[config.mk]
export PLATFORM = sky130hd
export DESIGN_NAME = fft8_frame_loader
export DESIGN_NICKNAME = d
export VERILOG_FILES = /design/src/rtl/fft_pkg.sv /design/src/rtl/fft8_frame_bank.sv /design/src/rtl/fft8_frame_loader.sv
export SDC_FILE = /design/constraint.sdc
export NUM_CORES = 1
export LEC_CHECK = 0
export CORE_UTILIZATION = 45
export CTS_BUF_LIST = sky130_fd_sc_hd__clkbuf_4
export CTS_CLUSTER_SIZE = 40
export DETAILED_ROUTE_END_ITERATION = 8
export PLACE_DENSITY_LB_ADDON = 0.3
export SYNTH_ARGS = -nofsm -noshare
export SYNTH_HDL_FRONTEND = slang
export SYNTH_SLANG_ARGS = --single-unit
[constraint.sdc]
create_clock -name clk -period 7.04 [get_ports clk]
set_input_delay 1.056 -clock clk [delete_from_list [all_inputs] [get_ports clk]]
set_output_delay 1.056 -clock clk [all_outputs]
set_load 0.01 [all_outputs]
[src/rtl/fft_pkg.sv]
// Shared definitions for the 8-point FFT datapath.
package fft_pkg;

    localparam int FFT_N    = 8;
    localparam int IDX_W    = 3;
    localparam int SAMPLE_W = 8;

    typedef logic [SAMPLE_W-1:0] sample_t;

    typedef enum logic [1:0] {
        EMPTY   = 2'd0,
        FILLING = 2'd1,
        FULL    = 2'd2
    } bank_state_t;

endpackage

[src/rtl/fft8_frame_bank.sv]
// One 8-entry sample bank of the ping-pong frame buffer: slot writes,
// pad-fill on flush, a padded flag and the EMPTY/FILLING/FULL state.
module fft8_frame_bank
    import fft_pkg::*;
#(
    parameter int                DATA_W    = 8,
    parameter logic [DATA_W-1:0] PAD_VALUE = '0
) (
    input  logic                          clk,
    input  logic                          rst,
    input  logic                          wr_en,
    input  logic [IDX_W-1:0]              wr_idx,
    input  logic [DATA_W-1:0]             wr_data,
    input  logic                          pad_en,
    input  logic                          complete,
    input  logic                          release_bank,
    output bank_state_t                   state,
    output logic [FFT_N-1:0][DATA_W-1:0]  data,
    output logic                          padded
);

    bank_state_t state_nxt;

    // Slot storage: the written slot wins; on flush every slot from wr_idx up is padded.
    always_ff @(posedge clk) begin
        for (int i = 0; i < FFT_N; i++) begin
            if (wr_en && (wr_idx == IDX_W'(i))) begin
                data[i] <= wr_data;
            end else if (pad_en && (IDX_W'(i) >= wr_idx)) begin
                data[i] <= PAD_VALUE;
            end
        end
    end

    // State register and padded flag, latched when the frame closes.
    always_ff @(posedge clk) begin
        if (rst) begin
            state  <= EMPTY;
            padded <= 1'b0;
        end else begin
            state <= state_nxt;
            if (complete) begin
                padded <= pad_en;
            end
        end
    end

    // Bank lifecycle: fill on first sample, close on last sample or flush, empty on handoff.
    always_comb begin
        state_nxt = state;
        case (state)
            EMPTY: begin
                if (complete)    state_nxt = FULL;
                else if (wr_en)  state_nxt = FILLING;
            end
            FILLING: begin
                if (complete)    state_nxt = FULL;
            end
            FULL: begin
                if (release_bank) state_nxt = EMPTY;
            end
            default: state_nxt = EMPTY;
        endcase
    end

endmodule

[src/rtl/fft8_frame_loader.sv]
// Serial-to-parallel frame loader: fills two banks alternately and presents
// each complete frame on A0..A7 until the consumer takes it.
module fft8_frame_loader
    import fft_pkg::*;
#(
    parameter int                DATA_W    = 8,
    parameter logic [DATA_W-1:0] PAD_VALUE = '0
) (
    input  logic              clk,
    input  logic              rst,
    input  logic              in_valid,
    output logic              in_ready,
    input  logic [DATA_W-1:0] in_data,
    input  logic              flush,
    output logic              out_valid,
    input  logic              out_ready,
    output logic [DATA_W-1:0] A0,
    output logic [DATA_W-1:0] A1,
    output logic [DATA_W-1:0] A2,
    output logic [DATA_W-1:0] A3,
    output logic [DATA_W-1:0] A4,
    output logic [DATA_W-1:0] A5,
    output logic [DATA_W-1:0] A6,
    output logic [DATA_W-1:0] A7,
    output logic              out_padded,
    output logic [15:0]       frame_cnt
);

    bank_state_t                  bank_st   [2];
    logic [FFT_N-1:0][DATA_W-1:0] bank_data [2];
    logic                         bank_pad  [2];

    logic                         wr_bank;
    logic                         rd_bank;
    logic [IDX_W-1:0]             wr_idx;
    logic [FFT_N-1:0][DATA_W-1:0] frame_p1;

    logic accept;
    logic flush_q;
    logic complete;
    logic handoff;
    logic other_empty_nxt;
    logic wr_full_nxt;
    logic toggle_wr;

    assign in_ready = (bank_st[wr_bank] != FULL);
    assign accept   = in_valid & in_ready;
    assign flush_q  = flush & in_ready & ((wr_idx != '0) | accept);
    assign complete = (accept & (wr_idx == IDX_W'(FFT_N - 1))) | flush_q;
    assign handoff  = out_valid & out_ready;

    // The other bank is free after this edge if it is empty or its frame is being taken now.
    assign other_empty_nxt = (bank_st[~wr_bank] == EMPTY) | (handoff & (rd_bank != wr_bank));
    assign wr_full_nxt     = (bank_st[wr_bank] == FULL) | complete;
    assign toggle_wr       = wr_full_nxt & other_empty_nxt;

    for (genvar b = 0; b < 2; b++) begin : g_bank
        fft8_frame_bank #(
            .DATA_W    (DATA_W),
            .PAD_VALUE (PAD_VALUE)
        ) u_bank (
            .clk          (clk),
            .rst          (rst),
            .wr_en        (accept   & (wr_bank == 1'(b))),
            .wr_idx       (wr_idx),
            .wr_data      (in_data),
            .pad_en       (flush_q  & (wr_bank == 1'(b))),
            .complete     (complete & (wr_bank == 1'(b))),
            .release_bank (handoff  & (rd_bank == 1'(b))),
            .state        (bank_st[b]),
            .data         (bank_data[b]),
            .padded       (bank_pad[b])
        );
    end

    // Write side: slot index and ping-pong bank select.
    always_ff @(posedge clk) begin
        if (rst) begin
            wr_idx  <= '0;
            wr_bank <= 1'b0;
        end else begin
            if (complete)    wr_idx <= '0;
            else if (accept) wr_idx <= wr_idx + 1'b1;
            if (toggle_wr)   wr_bank <= ~wr_bank;
        end
    end

    // ---- stage p1: registered frame presentation and handoff accounting ----
    always_ff @(posedge clk) begin
        if (rst) begin
            out_valid  <= 1'b0;
            out_padded <= 1'b0;
            rd_bank    <= 1'b0;
            frame_cnt  <= '0;
            frame_p1   <= '0;
        end else if (handoff) begin
            frame_cnt <= frame_cnt + 16'd1;
            rd_bank   <= ~rd_bank;
            if (bank_st[~rd_bank] == FULL) begin
                frame_p1   <= bank_data[~rd_bank];
                out_padded <= bank_pad[~rd_bank];
                out_valid  <= 1'b1;
            end else begin
                out_valid  <= 1'b0;
            end
        end else if (!out_valid && (bank_st[rd_bank] == FULL)) begin
            frame_p1   <= bank_data[rd_bank];
            out_padded <= bank_pad[rd_bank];
            out_valid  <= 1'b1;
        end
    end

    assign A0 = frame_p1[0];
    assign A1 = frame_p1[1];
    assign A2 = frame_p1[2];
    assign A3 = frame_p1[3];
    assign A4 = frame_p1[4];
    assign A5 = frame_p1[5];
    assign A6 = frame_p1[6];
    assign A7 = frame_p1[7];

endmodule

==> results of run 1 <==
-- through the flow --
step	std cells	area, sq um
2_1_floorplan	782	9570
3_3_place_gp	1100	10700
3_5_place_dp	1100	10700
4_1_cts	1204	11400
5_1_grt	1208	11400
6_report	1208	11400
-- worst min-delay path, stage by stage (launching register included) --
cell and delay, ps:
dfxtp_1 310, nand2_1 50, a21oi_1 50
-- routing by layer --
layer	track usage, %	up-vias	wire [um]
met5	0	-	0
met4	6.60	0	284
met3	4.07	22	1180
met2	31.6	182	10100
met1	28.0	3123	9840
li1	-	3112	-
-- logic make-up (layout without fill, tap and decap cells) --
logic type,count (synthesis),count (layout),share of synthesized area (%)
mux,68,68,7.15
other cells,0,4,0
xor+xnor,12,12,1.18
buf+inv,65,217,3.03
compound gates,111,111,11.0
simple gates,300,300,17.4
fa+ha+maj,5,5,0.654
flops,221,221,59.6
-- state kept, by name (all words and copies together), names as in the netlist, 4 cells and up --
signal,count
g_bank.u_bank.data,128
frame_cnt,16
A0,8
A1,8
A2,8
A3,8
A4,8
A5,8
A6,8
A7,8
g_bank.u_bank.state,4
-- placed cells by master (no fill, tap or decap), types with 4 or more instances in the layout --
master,count
a211oi_1,16
a211oi_2,50
a21oi_1,11
and2_1,115
and3_1,25
buf_4,9
clkbuf_4,93
clkdlybuf4s50_1,94
clkinv_1,8
dfxtp_1,93
diode_2,4
edfxtp_1,128
ha_1,5
inv_1,10
mux2i_1,65
nand2_1,18
nand2b_1,4
nand3_1,11
nand4_1,5
nor2_1,32
nor2b_1,7
nor3_1,72
o21ai_0,6
o22ai_1,6
xnor2_1,7
xor2_1,4
-- where the power goes --
group | leakage (nW) | switching, mW | internal (mW)
Sequential | 2.03 | 0.0672 | 1.52
Clock | 0.453 | 0.493 | 0.593
Combinational | 1.54 | 0.351 | 0.268
-- layout make-up --
cell class,count,area [sq um]
Multi-Input combinational cell,496,3600
Tap cell,270,338
Timing Repair Buffer,103,1010
Clock inverter,11,41.3
Fill cell,1805,9130
Inverter,10,37.5
Clock buffer,93,698
Antenna cell,4,10.0
Sequential cell,221,5710
-- path summary, 6_finish.rpt --
kind	slack, ps	start	endpoint
max	3620	out_ready	A4[4]
min	450	g_bank[0].u_bank.padded	g_bank[0].u_bank.padded
max reg2reg	4110	out_valid	A4[4]
min reg2reg	450	g_bank[0].u_bank.padded	g_bank[0].u_bank.padded
==> results_dict.tcl, run 1 <==
set metrics [dict create \
    cts_tree "built" \
    yosys.area.top_type "edfxtp_1" \
    cts_sinks 221 \
    ys_warn_count 0 \
    grt_pass1_wl_um 34300 \
    grt_setup_unrepaired "no" \
    slowest_stage "or2_4" \
    netlist_instances 782 \
    timing.hold.ws_ps 454 \
    die_w_um 148 \
    hold_path_class "reg2reg" \
    finalClockSkew_ps 52.2 \
    crit_chain "clkdlybuf4s50_1 > and3b_1 > o21ba_2 > buf_4 > or2_4 > a211oi_2" \
    post_cts_resized 0 \
    crit_path_max_incr_delay_ps 990 \
    status "finished, final reports clean" \
    finalMaxSlewViolations 0 \
    finalSetupTns_ps 0 \
    yosysMostFrequentCell "edfxtp_1" \
    synth.avg_cell_area_sq_um 12.2 \
    worst-path-stages 6 \
    end_kind "register" \
    vias_per_cell 5.33 \
    fmax_mhz 292 \
    place_congestion 0.812 \
    synth_async_sr_flop_share_pct 0 \
    ys_seq_area_share_pct 59.6 \
    synth_edf_count 128 \
    worstPathMaxFanout 67 \
    syn_nets 800 \
    cts_hold_buf 0 \
    die_h_um 148 \
    total_power_mw 3.29 \
    post-cts-setup-buffer-count 0 \
    power.density_nw_per_um2 288 \
    ys_seq_elements 221 \
    worstRegToRegCells 5 \
    antenna_found_initial 1 \
    syn_to_final_growth_pct 19.5 \
    setup_slack_ps 3620 \
    fin_util_pct 55.6 \
    wl_um 21400 \
    synthTopCellsByArea "edfxtp_1, dfxtp_1, and2_1, mux2i_1, a211oi_2" \
    grt_max_degree 68 \
    fin_crit_sh_pct 48.6 \
    cp_top_family "simple AND/OR/NAND/NOR gates" \
    die_area_sq_um 21900 \
    pre_cts_slack_ps 2950 \
    syn_area_sq_um 9570 \
    drc 0 \
    io_pins 96 \
    ctsHtreeMaxLevel 2 \
    worstSetupPathType "in2reg" \
    rows 52 \
    tightest_slew_ps 1150 \
    yosysTopAreaCellShare_pct 40.2 \
    critical_path_buf_inv_count 2 \
    dp_hpwl_um 12700 \
    setup_viol 0 \
    crit_required_ps 7490 \
    num_vias 6439 \
    cts_buffers 55 \
    clockBufferDepth 3 \
    routedWlPerCell_um 17.7 \
    antenna_left 0 \
    p_leak_nw 4.02 \
    grt_overflow 0 \
    clk_latency_ps 660 \
    min_delay_path_depth 2 \
    grt_pass1_vias 6341 \
    grt_usage_pct 20.2 \
    synth_flop_cell "edfxtp_1" \
    cap_violations 0 \
    clk_pin_slew_worst_paths_ps 70 \
    hold_violations 0 \
    core_sq_um 20600 \
    crit_path_start_kind "primary input" \
    maxSlewHeadroom_pct 23.6 \
    drive_gt1_share_pct 17.7 \
    drtPass1Iterations 5 \
    port_buffers 95 \
    synthTopCellsByCount "edfxtp_1, and2_1, dfxtp_1" \
    ctsRootBufferMaster "clkbuf_4" \
    fin_nets 905 \
    initial_core_util_pct 46.5 \
    arrival_ps 3870 \
    fin_crit_ps 3420 \
    dr.first_iter.drc_count 404 \
    yosys.cell_types.count 53 \
    peakVddDrop_v 0.000137 \
]
No activity file was read; power rests on OpenSTA's default activity.
==> run 2, diff against run 1 <==
- clock period: 7.04 -> 3.3 ns (I/O delays scaled with it)
==> run 2 against run 1 <==
Effect of this change:
- non-clock buffer count is 20 higher
- via count rose by 0.17%
- design area increased by 1.8%
- total power rose by 120%
- sequential power rose by 110%
- die area unchanged
- setup slack got worse by 3200 ps
- global-route usage down 0.53 points
- critical path depth is 3 lower
- clock power grew 120%
- critical path type is now reg2out
- highest routed layer unchanged
==> results_dict.tcl, run 2 (synthesized netlist as in run 1, its figures left out) <==
set metrics [dict create \
    status "finished, final reports clean" \
    final_cell_mix "edfxtp_1, and2_1, clkbuf_4, clkdlybuf4s50_1, dfxtp_1" \
    end_kind "output port" \
    ctsHtreeMaxLevel 2 \
    p_int_mw 5.17 \
    core_sq_um 20600 \
    routedWlPerCell_um 17.1 \
    arrival_ps 2350 \
    grt_usage_pct 19.6 \
    cts_sinks 221 \
    fin_cells 1228 \
    worstRegToRegCells 5 \
    grt_overflow 0 \
    worstSetupPathType "reg2out" \
    initial_core_util_pct 46.5 \
    crit_path_start_kind "register" \
    cts_buffers 57 \
    clockBufferDepth 3 \
    die_w_um 148 \
    num_vias 6450 \
    seqCellArea_sq_um 5710 \
    cts_tree "built" \
    finalClockSkew_ps 50.3 \
    final_common_cell "edfxtp_1" \
    grt_pass1_wl_um 33300 \
    met1_length_um 9540 \
    fin_nets 927 \
    wl_met3_um 1330 \
    reg_top3 "g_bank.u_bank.data (128), frame_cnt (16)" \
    multi_input_area_sq_um 3600 \
    largest_register_ffs 128 \
    die_area_sq_um 21900 \
    io_pins 96 \
    fin_crit_ps 2850 \
    antenna_found_initial 1 \
    drive_gt1_share_pct 19.9 \
    peakVddDrop_v 0.000271 \
    crit_path_max_incr_delay_ps 560 \
    vias_per_cell 5.25 \
    p_leak_nw 4.15 \
    hold_path_class "in2reg" \
    p_seq_share_pct 47.2 \
    drtPass1Iterations 5 \
    tightest_slew_ps 836 \
    placed_cell_area_sq_um 10900 \
    ctsRootBufferMaster "clkbuf_4" \
    hold_violations 0 \
    fmax_mhz 351 \
    total_power_mw 7.13 \
    finalSetupTns_ps 0 \
    crit_chain "inv_1 > mux2_2 > clkdlybuf4s50_1" \
    port_buffers 95 \
    place_congestion 0.804 \
    grt_pass1_vias 6354 \
    power_switching_share_pct 27.5 \
    grt_max_degree 67 \
    antenna_left 0 \
    post-cts-setup-buffer-count 0 \
    fin_area_sq_um 11600 \
    cap_violations 0 \
    setup_viol 0 \
    die_h_um 148 \
    drc 0 \
    cts_hold_buf 0 \
    topRoutingLayerUsed "met4" \
    crit_required_ps 2800 \
    slowest_stage "dfxtp_1" \
    grt_setup_unrepaired "no" \
    clk_latency_ps 660 \
    dr.first_iter.drc_count 346 \
    n_fill_cell 1807 \
    maxSlewHeadroom_pct 44.3 \
    pwr-share-comb_pct 19.1 \
    worstPathMaxFanout 13 \
    largest-register "g_bank.u_bank.data" \
    power_switching_mw 1.96 \
    pwr-share-clk_pct 33.7 \
    finalMaxSlewViolations 0 \
    met2_length_um 9650 \
    power.density_nw_per_um2 613 \
    syn_to_final_growth_pct 21.6 \
    min_delay_path_depth 2 \
    clk_pin_slew_worst_paths_ps 70 \
    post_cts_resized 0 \
    dp.cells 1120 \
    dp_hpwl_um 12800 \
    wl_um 21000 \
    fin_crit_sh_pct 86.2 \
    rows 52 \
]
## run 2: stage by stage
stage	setup WS, ps	utilization (%)	hold slack (ps)
2_1_floorplan	869	-	436
3_3_place_gp	607	52.8	442
3_5_place_dp	584	52.8	457
6_report	454	56.6	380
4_1_cts	449	56.6	328
5_1_grt	359	56.6	372
## run 2: cell type report
class	count	share of cell area, %
sequential	221	49.0
multi-input combinational	496	30.9
timing repair buffer	123	10.2
clock buffer	99	6.39
tap	270	2.90
inverter	10	0.323
clock inverter	8	0.269
antenna	1	0.0215
## run 2: per-layer routing
layer / GRT usage [%] / vias to the layer above
met3: 4.20 / 37
met2: 31.1 / 205
li1: - / 3149
met4: 8.14 / 0
met5: 0 / -
met1: 26.2 / 3059
## run 2: power groups by stage
stage	sequential [mW]	combinational, mW	clock, mW
final	3.37	1.37	2.40
after global routing	3.40	1.48	2.60
after CTS	3.37	1.38	2.46
after detailed placement	3.43	1.37	0
after global placement	3.42	1.36	0
after floorplan	3.45	0.788	0
## run 2: final timing paths
kind	startpoint	end	slack [ps]
max	wr_bank	in_ready	450
min reg2reg	g_bank[0].u_bank.padded	g_bank[0].u_bank.padded	470
min	rst	frame_cnt[6]	380
max reg2reg	wr_idx[0]	g_bank[1].u_bank.data[60]	790
## run 2: critical path, delay by kind of cell (launching register included)
family                 cells  cell delay (ps)
flip-flops                 1              560
multiplexers               1              360
buffers and inverters      2              770
